[src/rtl/card_read_pkg.sv]
// Shared types and helpers for the card-read cycle controller.
package card_read_pkg;

    typedef enum logic [1:0] {IDLE, LATCH, ROWS, TAIL} rd_state_t;

    localparam logic [3:0] ROWS_PER_CARD = 4'd12;

    // Rows are read face-down, so counter order maps to names 9..0, then 11, 12.
    function automatic logic [3:0] row_name(input logic [3:0] cnt);
        if (cnt < 4'd10)
            row_name = 4'd9 - cnt;
        else if (cnt == 4'd10)
            row_name = 4'd11;
        else
            row_name = 4'd12;
    endfunction

endpackage

[src/rtl/edge_det.sv]
// One-bit registered edge detector; the reset value sets the assumed resting level.
module edge_det #(
    parameter logic RESET_VAL = 1'b0
) (
    input  logic clk,
    input  logic reset,
    input  logic d,
    output logic rise,
    output logic fall
);

    logic q;

    always_ff @(posedge clk or posedge reset) begin
        if (reset)
            q <= RESET_VAL;
        else
            q <= d;
    end

    assign rise = d & ~q;
    assign fall = ~d & q;

endmodule

[src/rtl/card_read_ctrl.sv]
// Card-read cycle controller: requests feed cycles, frames them from the shaft
// contacts and delivers the 12 brush rows in reading order.
module card_read_ctrl
    import card_read_pkg::*;
#(
    parameter int NUM_COLS = 80,
    parameter int CNT_W    = 16
) (
    input  logic                clk,
    input  logic                reset,
    input  logic                read_call,
    input  logic                rl10,
    input  logic                sccb,
    input  logic [NUM_COLS-1:0] brushes,
    output logic                clch_latch,
    output logic                busy,
    output logic                row_valid,
    output logic [3:0]          row_num,
    output logic [NUM_COLS-1:0] row_data,
    output logic                card_done,
    output logic                row_error,
    output logic [CNT_W-1:0]    cards_read
);

    rd_state_t  state;
    rd_state_t  state_next;
    logic [3:0] row_cnt;
    logic [3:0] row_cnt_next;
    logic       capture;
    logic       finish;
    logic       err_set;
    logic       sccb_rise;
    logic       sccb_fall_unused;
    logic       rl10_rise;
    logic       rl10_fall;

    // The shaft rests at 315 degrees, where both contacts are closed.
    edge_det #(.RESET_VAL(1'b1)) u_sccb_edge (
        .clk   (clk),
        .reset (reset),
        .d     (sccb),
        .rise  (sccb_rise),
        .fall  (sccb_fall_unused)
    );

    edge_det #(.RESET_VAL(1'b1)) u_rl10_edge (
        .clk   (clk),
        .reset (reset),
        .d     (rl10),
        .rise  (rl10_rise),
        .fall  (rl10_fall)
    );

    always_ff @(posedge clk or posedge reset) begin
        if (reset)
            state <= IDLE;
        else
            state <= state_next;
    end

    always_comb begin
        state_next   = state;
        row_cnt_next = row_cnt;
        capture      = 1'b0;
        finish       = 1'b0;
        err_set      = 1'b0;
        case (state)
            IDLE: begin
                if (read_call)
                    state_next = LATCH;
            end
            LATCH: begin
                if (rl10_fall) begin
                    state_next   = ROWS;
                    row_cnt_next = 4'd0;
                end
            end
            ROWS: begin
                if (sccb_rise && (row_cnt < ROWS_PER_CARD)) begin
                    capture      = 1'b1;
                    row_cnt_next = row_cnt + 4'd1;
                end
                if (row_cnt_next == ROWS_PER_CARD)
                    state_next = TAIL;
                // A late strobe on the closing edge still counts before judging shortness.
                if (rl10_rise) begin
                    finish     = 1'b1;
                    err_set    = (row_cnt_next < ROWS_PER_CARD);
                    state_next = read_call ? LATCH : IDLE;
                end
            end
            TAIL: begin
                if (rl10_rise) begin
                    finish     = 1'b1;
                    state_next = read_call ? LATCH : IDLE;
                end
            end
            default: state_next = IDLE;
        endcase
    end

    always_ff @(posedge clk or posedge reset) begin
        if (reset) begin
            row_cnt    <= 4'd0;
            row_valid  <= 1'b0;
            row_num    <= 4'd0;
            row_data   <= '0;
            card_done  <= 1'b0;
            row_error  <= 1'b0;
            cards_read <= '0;
        end else begin
            row_cnt   <= row_cnt_next;
            row_valid <= capture;
            card_done <= finish;
            if (capture) begin
                row_data <= brushes;
                row_num  <= row_name(row_cnt);
            end
            if (err_set)
                row_error <= 1'b1;
            if (finish)
                cards_read <= cards_read + 1'b1;
        end
    end

    // Holding the latch through TAIL lets the clutch re-engage at 315 degrees.
    assign clch_latch = (state == LATCH) || ((state == TAIL) && read_call);
    assign busy       = (state != IDLE);

endmodule

[config.mk]
export PLATFORM = sky130hd
export DESIGN_NAME = card_read_ctrl
export DESIGN_NICKNAME = d
export VERILOG_FILES = /design/src/rtl/card_read_pkg.sv /design/src/rtl/edge_det.sv /design/src/rtl/card_read_ctrl.sv
export SDC_FILE = /design/constraint.sdc
export NUM_CORES = 1
export LEC_CHECK = 0
export CELL_PAD_IN_SITES_DETAIL_PLACEMENT = 1
export CELL_PAD_IN_SITES_GLOBAL_PLACEMENT = 1
export CORE_ASPECT_RATIO = 1.1
export CORE_MARGIN = 3
export CORE_UTILIZATION = 25
export CTS_BUF_LIST = sky130_fd_sc_hd__clkbuf_4 sky130_fd_sc_hd__clkbuf_8 sky130_fd_sc_hd__clkbuf_16
export DETAILED_ROUTE_END_ITERATION = 10
export PLACE_DENSITY_LB_ADDON = 0.1
export SLEW_MARGIN = 20
export SYNTH_ARGS = -nofsm -noshare
export SYNTH_HDL_FRONTEND = slang
export SYNTH_SLANG_ARGS = --single-unit
[constraint.sdc]
create_clock -name clk -period 4.5 [get_ports clk]
set_clock_uncertainty 0.1 [all_clocks]
set_input_delay 0.45 -clock clk [delete_from_list [all_inputs] [get_ports clk]]
set_output_delay 0.45 -clock clk [all_outputs]
set_load 0.02 [all_outputs]
==> flow_metrics.env, run 1 <==
export IMPL_hold_path_class="flop to flop"
export IMPL_cts_root_buffer="clkbuf_16"
export IMPL_rsz0062_at_grt="false"
export IMPL_synth_edf_count=0
export IMPL_fin_crit_ns=2.32
export IMPL_multi_input_area_um2=1610
export IMPL_layout_drive_gt1_share_pct=21.6
export IMPL_avgSynthCellArea_um2=14.3
export IMPL_leakagePower_nw=2.97
export IMPL_syn_inst=316
export IMPL_port_buffers=189
export IMPL_finalNonFillerCells=745
export IMPL_min_period_over_period_pct=51.5
export IMPL_r2r_cells=4
export IMPL_die_h_um=147
export IMPL_hold_depth=1
export IMPL_drc_errors=0
export IMPL_syn_area_um2=4500
export IMPL_regToRegEndpoint="row_data[72]"
export IMPL_postCtsSetupBuffers=0
export IMPL_layout_nets=596
export IMPL_cts_clk_slew_worst_paths_ns=0.08
export IMPL_yosys_cell_types_count=41
export IMPL_cp_max_fo=9
export IMPL_wirelength_mm=12.6
export IMPL_row_count=50
export IMPL_vias=3202
export IMPL_drt_iter0_markers=82
export IMPL_dp_cells=729
export IMPL_hold_violations=0
export IMPL_ctsResizeCount=0
export IMPL_vias_per_cell=4.30
export IMPL_worst_setup_path_start_kind="flop"
export IMPL_htree_levels=3
export IMPL_cts_inserted_buffers=9
export IMPL_synth_area_leaders="dfrtp_1 61%, mux2_2 20%, xnor2_1 1.9%"
export IMPL_max_stage_delay_ns=0.62
export IMPL_yosysTopAreaCellShare_pct=60.6
export IMPL_wire_per_inst_um=16.9
export IMPL_drv_cap=0
export IMPL_worstMarginPinSlew_ns=0.827
export IMPL_ys_ff_latch=111
export IMPL_ys_seq_area_share_pct=61.7
export IMPL_crit_arrival_ns=1.77
export IMPL_min_from="cards_read[15]"
export IMPL_tns_ns=0
export IMPL_power_density_nw_per_um2=634
export IMPL_holdPathEnd="cards_read[15]"
export IMPL_end_kind="output port"
export IMPL_ios=190
export IMPL_path_cells="inv_1, a21oi_1, clkdlybuf4s50_1"
export IMPL_fmaxAchievable_ghz=0.432
export IMPL_ys_flop_type="dfrtp_1"
export IMPL_coreArea_um2=17300
export IMPL_postCtsHoldBufs=0
export IMPL_clock_sinks=111
export IMPL_cts_buffer_depth=2
export IMPL_r2r_slack_ns=2.25
export IMPL_fillCellCount=1839
export IMPL_async_flop_share_pct=100
export IMPL_hpwl_mm=9.36
export IMPL_irDropWorstVdd_mv=0.209
export IMPL_crit_buf_inv=2
export IMPL_r2r_start="row_cnt[3]"
export IMPL_ys_top_cells_by_count="109 x dfrtp_1, 79 x mux2_2, 15 x nand2_1"
export IMPL_critical_path_required_ns=3.95
export IMPL_grt_pass1_vias=3361
export IMPL_die_w_um=134
export IMPL_setup_violations=0
export IMPL_fin_util_pct=40.1
export IMPL_cts_tree="done"
export IMPL_die_area_um2=19700
export IMPL_first_pass_iters=4
export IMPL_slew_violations=0
export IMPL_gp_congestion=0.734
export IMPL_cpLargestDelayFamily="buffers and inverters"
export IMPL_insertion_delay_ns=0.35
export IMPL_ant_nets=0
export IMPL_critical_path_class="flop to output port"
export IMPL_yosysMostFrequentCell="dfrtp_1"
export IMPL_pre_cts_ws_ns=1.67
export IMPL_overflow=0
export IMPL_area_delta_synth_final_pct=54.2
export IMPL_ys_warn_count=0
export IMPL_grt_usage_pct=12.9
export IMPL_grt_max_degree=90
export IMPL_status="finished clean"
export IMPL_yosys_area_top_type="dfrtp_1"
export IMPL_max_slew_margin_rel_pct=44.9
export IMPL_initial_core_util_pct=26.0
export IMPL_antenna_found_initial=1
export IMPL_layout_area_seq_um2=2780
export IMPL_crit_slowest_cell="clkdlybuf4s50_1"
export IMPL_setup_slack_ns=2.18
export IMPL_grt_pass1_wl_mm=19.7
export IMPL_syn_nets=406
[cell families (layout without fill, tap and decap cells)]
group	after synthesis	after routing	share of synthesized area, %
compound gates	25	25	3.97
xor+xnor	16	16	3.11
fa+ha+maj	5	5	1.39
buf+inv	25	219	2.64
flops	111	111	61.7
mux	82	82	20.5
other cells	0	1	0
simple gates	52	52	6.61
[placed cells by master, fill, tap and decap left out, drive strengths merged, types with 3 or more instances in the layout]
cell / n
xnor2: 10
o21ai: 5
dfrtp: 109
a21oi: 3
mux2: 80
nand2b: 3
ha: 5
nand3: 10
inv: 13
clkbuf: 10
nand2: 15
nand4: 4
buf: 3
nor2b: 3
a211oi: 3
clkdlybuf4s50: 189
nor2: 6
xor2: 6
[worst reg2reg max path, stage by stage (launching register included)]
cell	delay, ns
dfrtp_1	0.57
nand2_1	0.27
nand3_4	0.11
buf_6	0.59
mux2_2	0.50
[worst max path at each step]
stage,cells past startpoint,endpoint,start
floorplan,1,card_done,reset
global placement,5,row_data[68],sccb
detailed placement,5,row_data[56],sccb
CTS,4,row_data[17],row_cnt[3]
global route,3,clch_latch,state[0]
finish,3,clch_latch,state[0]
[per-layer routing]
layer	up-vias	part of all wire, %	global-route usage, %
li1	1482	-	-
met1	1601	40	15.1
met2	104	51	22.2
met3	15	6.2	3.42
met4	0	2.2	5.71
met5	-	0	0
[final cells by class]
| type | instances | area share (%) |
|---|---|---|
| tap | 234 | 4.22 |
| inverter | 12 | 0.685 |
| clock inverter | 5 | 0.847 |
| sequential | 111 | 40.0 |
| clock buffer | 10 | 3.35 |
| timing repair buffer | 192 | 27.6 |
| antenna | 1 | 0.0360 |
| multi-input combinational | 180 | 23.2 |
[state kept, by name (all words and copies together), names as in the netlist]
register,count
row_num,4
state,2
row_cnt,4
row_error,1
card_done,1
u_rl10_edge.q,1
u_sccb_edge.q,1
row_valid,1
row_data,80
cards_read,16
[metrics by stage]
stage | hold WS [ns] | instance area [um2] | total power, mW
3_5_place_dp | 0.372 | 6650 | 3.66
5_1_grt | 0.407 | 6940 | 4.65
3_3_place_gp | 0.363 | 6650 | 3.62
6_report | 0.376 | 6940 | 4.41
2_1_floorplan | 0.354 | 4500 | 2.60
4_1_cts | 0.383 | 6940 | 4.50
[power breakdown]
part	switching [mW]	internal, mW
registers	0.235	1.40
clock network	0.369	0.437
logic	0.915	1.05
Power figures use the tool's default switching activity.
==> run 2, diff against run 1 <==
==> constraint.sdc (replaced) <==
create_clock -name clk -period 2.3 [get_ports clk]
set_clock_uncertainty 0.1 [all_clocks]
set_input_delay 0.23 -clock clk [delete_from_list [all_inputs] [get_ports clk]]
set_output_delay 0.23 -clock clk [all_outputs]
set_load 0.02 [all_outputs]
==> run 2 against run 1 <==
  * Die area did not move
  * Total power rose by 95%
  * Cell count rose by 0.81%
  * First-iteration DRC count rose by 3.7%
  * Global-route usage fell by 0.065 points
  * Register-to-register slack got worse by 1.9 ns
  * Cell area rose by 1.1%
  * Clock power rose by 90%
  * Sequential power rose by 97%
  * Largest cell class unchanged
  * Highest routed layer unchanged
==> flow_metrics.env, run 2 (synthesis results as in run 1) <==
export IMPL_critical_path_required_ns=1.97
export IMPL_tns_ns=0
export IMPL_layout_nets=602
export IMPL_end_kind="output port"
export IMPL_regToRegEndpoint="row_data[23]"
export IMPL_finalNonFillerCells=751
export IMPL_min_period_over_period_pct=92.6
export IMPL_pre_cts_ws_ns=0.269
export IMPL_max_slew_margin_rel_pct=66.7
export IMPL_crit_arrival_ns=1.80
export IMPL_slew_violations=0
export IMPL_final_cell_mix="189 x clkdlybuf4s50_1, 109 x dfrtp_1, 79 x mux2_2"
export IMPL_initial_core_util_pct=26.0
export IMPL_clock_sinks=111
export IMPL_drt_iter0_markers=85
export IMPL_postCtsHoldBufs=0
export IMPL_hold_path_class="input pin to asynchronous set/reset pin"
export IMPL_cp_max_fo=9
export IMPL_hold_violations=0
export IMPL_rsz0062_at_grt="false"
export IMPL_r2r_slack_ns=0.38
export IMPL_grt_usage_pct=12.8
export IMPL_insertedDiodeCount=0
export IMPL_postCtsSetupBuffers=0
export IMPL_cts_clk_slew_worst_paths_ns=0.08
export IMPL_power_density_nw_per_um2=1230
export IMPL_antenna_found_initial=0
export IMPL_fin_crit_ns=2.13
export IMPL_r2r_start="state[1]"
export IMPL_worst_setup_path_start_kind="flop"
export IMPL_final_common_cell="clkdlybuf4s50_1"
export IMPL_regMostFlops="row_data"
export IMPL_insertion_delay_ns=0.35
export IMPL_die_w_um=134
export IMPL_wirelength_mm=12.4
export IMPL_port_buffers=189
export IMPL_dp_cells=735
export IMPL_fmaxAchievable_ghz=0.470
export IMPL_irDropWorstVdd_mv=0.414
export IMPL_leakagePower_nw=3.01
export IMPL_r2r_cells=4
export IMPL_area_delta_synth_final_pct=55.8
export IMPL_die_area_um2=19700
export IMPL_critical_path_class="flop to output port"
export IMPL_row_count=50
export IMPL_hpwl_mm=9.42
export IMPL_largest_register_ffs=80
export IMPL_fillCellCount=1810
export IMPL_vias_per_cell=4.30
export IMPL_status="finished clean"
export IMPL_worstMarginPinSlew_ns=0.499
export IMPL_first_pass_iters=3
export IMPL_setup_slack_ns=0.171
export IMPL_coreArea_um2=17300
export IMPL_ant_nets=0
export IMPL_gp_congestion=0.723
export IMPL_cts_tree="done"
export IMPL_vias=3230
export IMPL_layout_drive_gt1_share_pct=22.6
export IMPL_setup_violations=0
export IMPL_wire_per_inst_um=16.5
export IMPL_htree_levels=3
export IMPL_grt_pass1_wl_mm=19.8
export IMPL_overflow=0
export IMPL_drv_cap=0
export IMPL_layout_area_seq_um2=2780
export IMPL_grt_max_degree=50
export IMPL_cts_inserted_buffers=9
export IMPL_biggestRegsByFlops="row_data (80), cards_read (16)"
export IMPL_die_h_um=147
export IMPL_ctsResizeCount=0
export IMPL_cts_buffer_depth=2
export IMPL_multi_input_area_um2=1610
export IMPL_grt_pass1_vias=3477
export IMPL_drc_errors=0
export IMPL_cts_root_buffer="clkbuf_16"
export IMPL_ios=190
## run 2: cell count changes in the layout (fill, tap and decap cells not counted), sizes merged
cell	before	now
buf	3	9
bufinv	1	0
clkbuf	10	11
clkinvlp	2	3
diode	1	0
## run 2: power by group
part	total, mW	switching, mW	internal, mW	leakage [nW]
registers	3.21	0.474	2.74	1.38
logic	3.87	1.80	2.07	1.49
clock network	1.53	0.745	0.788	0.136
## run 2: how the worst max path moves through the flow
stage	to	from	slack [ns]
floorplan	card_done	reset	0.63
global placement	row_data[45]	sccb	0.29
detailed placement	row_data[0]	sccb	0.27
CTS	clch_latch	state[0]	0.13
global route	clch_latch	state[0]	0.07
finish	clch_latch	state[0]	0.17
## run 2: layout make-up
class / instances / area share, %
Clock buffer: 11 / 3.51
Clock inverter: 5 / 0.588
Inverter: 12 / 0.695
Multi-Input combinational cell: 180 / 23.0
Sequential cell: 111 / 39.6
Tap cell: 234 / 4.17
Timing Repair Buffer: 198 / 28.5
## run 2: layer usage
metal  global-route usage [%]  part of all wire, %  routed length (um)
met5                        0                    0                   0
met4                     6.17                  2.6                 319
met3                     4.55                  8.2                1010
met2                     21.3                   49                6100
met1                     14.7                   40                4980
## run 2: through the flow
step           hold slack [ns]  instance area [um2]  util (%)  total power [mW]
2_1_floorplan            0.134                 4510         -              5.09
3_3_place_gp             0.361                 6730      38.8              7.10
3_5_place_dp             0.365                 6730      38.8              7.18
4_1_cts                  0.149                 7020      40.5              8.78
5_1_grt                  0.194                 7020      40.5              9.12
6_report                 0.144                 7020      40.5              8.61
## run 2: worst max-delay path: stages, from the launching register on
cell and delay, ns:
dfrtp_1 0.52, inv_1 0.16, a21oi_1 0.15, clkdlybuf4s50_1 0.62
==> run 3, diff against run 2 <==
--- a/config.mk
+++ b/config.mk
@@ -12,8 +12,9 @@
 export CORE_UTILIZATION = 25
 export CTS_BUF_LIST = sky130_fd_sc_hd__clkbuf_4 sky130_fd_sc_hd__clkbuf_8 sky130_fd_sc_hd__clkbuf_16
 export DETAILED_ROUTE_END_ITERATION = 10
+export DONT_BUFFER_PORTS = 1
+export GPL_ROUTABILITY_DRIVEN = 1
 export PLACE_DENSITY_LB_ADDON = 0.1
-export SLEW_MARGIN = 20
 export SYNTH_ARGS = -nofsm -noshare
 export SYNTH_HDL_FRONTEND = slang
 export SYNTH_SLANG_ARGS = --single-unit
==> run 3 against run 2 <==
  * Register-to-register slack improved by 0.08 ns
  * Clock power grew 8%
  * Critical path type is now flop to flop
  * Combinational power is 68% lower
  * Worst setup slack improved by 0.29 ns
  * First-iteration DRC count up 49%
  * Die area unchanged
  * Largest cell class unchanged
  * Via count down 11%
  * Highest routed layer unchanged
==> flow_metrics.env, run 3 (synthesis results as in run 1) <==
export IMPL_crit_buf_inv=0
export IMPL_coreArea_um2=17300
export IMPL_insertedDiodeCount=0
export IMPL_rsz0062_at_grt="false"
export IMPL_first_pass_iters=4
export IMPL_drt_iter0_markers=127
export IMPL_path_cells="ha_1, nand3_1, nor4_2, nand3_1, xnor2_1"
export IMPL_fin_crit_ns=1.84
export IMPL_wire_per_inst_um=17.5
export IMPL_grt_pass1_vias=3190
export IMPL_highest_layer="met4"
export IMPL_cp_max_fo=5
export IMPL_overflow=0
export IMPL_regMostFlops="row_data"
export IMPL_hold_path_class="input pin to flop"
export IMPL_cpLargestDelayFamily="simple AND/OR/NAND/NOR gates"
export IMPL_crit_slowest_cell="dfrtp_1"
export IMPL_port_buffers=0
export IMPL_row_count=50
export IMPL_layout_area_seq_um2=2780
export IMPL_postCtsSetupBuffers=0
export IMPL_status="finished clean"
export IMPL_final_cell_mix="109 x dfrtp_1, 83 x dlygate4sd3_1, 79 x mux2_2"
export IMPL_layout_drive_gt1_share_pct=28.6
export IMPL_cts_buffer_depth=2
export IMPL_irDropWorstVdd_mv=0.439
export IMPL_clock_sinks=111
export IMPL_wl_met1_mm=4.35
export IMPL_setup_slack_ns=0.462
export IMPL_critical_path_class="flop to flop"
export IMPL_ant_nets=0
export IMPL_fillCellCount=1820
export IMPL_max_slew_margin_rel_pct=59.5
export IMPL_critical_path_required_ns=2.43
export IMPL_hold_slack_ns=0.0365
export IMPL_max_stage_delay_ns=0.54
export IMPL_die_h_um=147
export IMPL_cts_tree="done"
export IMPL_tns_ns=0
export IMPL_final_common_cell="dfrtp_1"
export IMPL_largest_register_ffs=80
export IMPL_pre_cts_ws_ns=0.446
export IMPL_layout_nets=497
export IMPL_cts_root_buffer="clkbuf_16"
export IMPL_end_kind="flop"
export IMPL_fin_util_pct=34.6
export IMPL_ios=190
export IMPL_cpMostUsedCell="nand3_1"
export IMPL_htree_levels=3
export IMPL_grt_pass1_wl_mm=18.0
export IMPL_vias=2877
export IMPL_worst_setup_path_start_kind="flop"
export IMPL_cts_inserted_buffers=9
export IMPL_hpwl_mm=7.62
export IMPL_grt_usage_pct=11.7
export IMPL_multi_input_area_um2=1610
export IMPL_leakagePower_nw=2.66
export IMPL_drv_cap=0
export IMPL_setup_violations=0
export IMPL_gp_congestion=0.726
export IMPL_wl_met2_mm=5.73
export IMPL_dr_wl_met3_mm=1.02
export IMPL_crit_arrival_ns=1.97
export IMPL_worstMarginPinSlew_ns=0.608
export IMPL_area_delta_synth_final_pct=33.3
export IMPL_slew_violations=0
export IMPL_drc_errors=0
export IMPL_vias_per_cell=4.45
export IMPL_wirelength_mm=11.3
export IMPL_grt_max_degree=112
export IMPL_biggestRegsByFlops="row_data (80), cards_read (16)"
export IMPL_initial_core_util_pct=26.0
export IMPL_die_w_um=134
export IMPL_fmaxAchievable_ghz=0.544
export IMPL_die_area_um2=19700
export IMPL_insertion_delay_ns=0.35
export IMPL_hold_violations=0
export IMPL_power_density_nw_per_um2=1210
export IMPL_min_period_over_period_pct=79.9
export IMPL_antenna_found_initial=0
export IMPL_cts_clk_slew_worst_paths_ns=0.08
## run 3: cell count changes in the layout (fill, tap and decap cells not counted)
cell             change
clkdlybuf4s50_1    -189
dlygate4sd3_1       +83
inv_8                +2
buf_12               +1
bufinv_16            +1
clkbuf_4             -1
clkbuf_8             -1
clkinvlp_4           -1
## run 3: metal layers
layer,track usage (%),up-vias
li1,-,1288
met1,13.0,1457
met2,19.8,117
met3,4.25,15
met4,5.30,0
met5,0,-
## run 3: repair_timing
item | 4_1_cts | 5_1_grt
hold buffers | 83 | 0
hold endpoints to repair | 194 | 0
endpoints found under the setup margin | 0 | 0
resized for setup | 0 | 0
## run 3: path summary, 6_finish.rpt
path                                start             end  slack (ns)  cells after the start
max in group asynchronous           reset      row_cnt[2]        1.21                      3
hold / removal                       rl10        state[1]        0.04                      2
hold reg to reg            cards_read[15]  cards_read[15]        0.52                      1
setup / recovery            cards_read[0]  cards_read[12]        0.46                      5
min in group asynchronous           reset    row_data[29]        0.45                      3
setup reg to reg            cards_read[0]  cards_read[12]        0.46                      5
## run 3: through the flow
step / area, um2 / instances / power, mW
5_1_grt: 6000 / 646 / 7.69
4_1_cts: 6000 / 646 / 7.37
2_1_floorplan: 4510 / 316 / 5.09
6_report: 6000 / 646 / 7.24
3_3_place_gp: 4860 / 547 / 5.51
3_5_place_dp: 4860 / 547 / 5.54
## run 3: area by class of cell
class	instances	area share (%)
inverter	12	0.813
multi-input combinational	180	26.9
clock buffer	9	3.75
timing repair buffer	93	15.9
sequential	111	46.3
tap	234	4.88
clock inverter	7	1.44
## run 3: worst reg2reg max path: cells and delay by family, from the launching register on
kind	cells	cell delay (ns)
flops	1	0.54
fa+ha+maj	1	0.24
xor+xnor	1	0.15
simple gates	3	0.69
## run 3: where the power goes
group	switching (mW)	leakage (nW)	total, mW	internal, mW
Sequential	1.60	1.38	4.33	2.73
Combinational	0.469	1.13	1.25	0.785
Clock	0.783	0.150	1.65	0.872
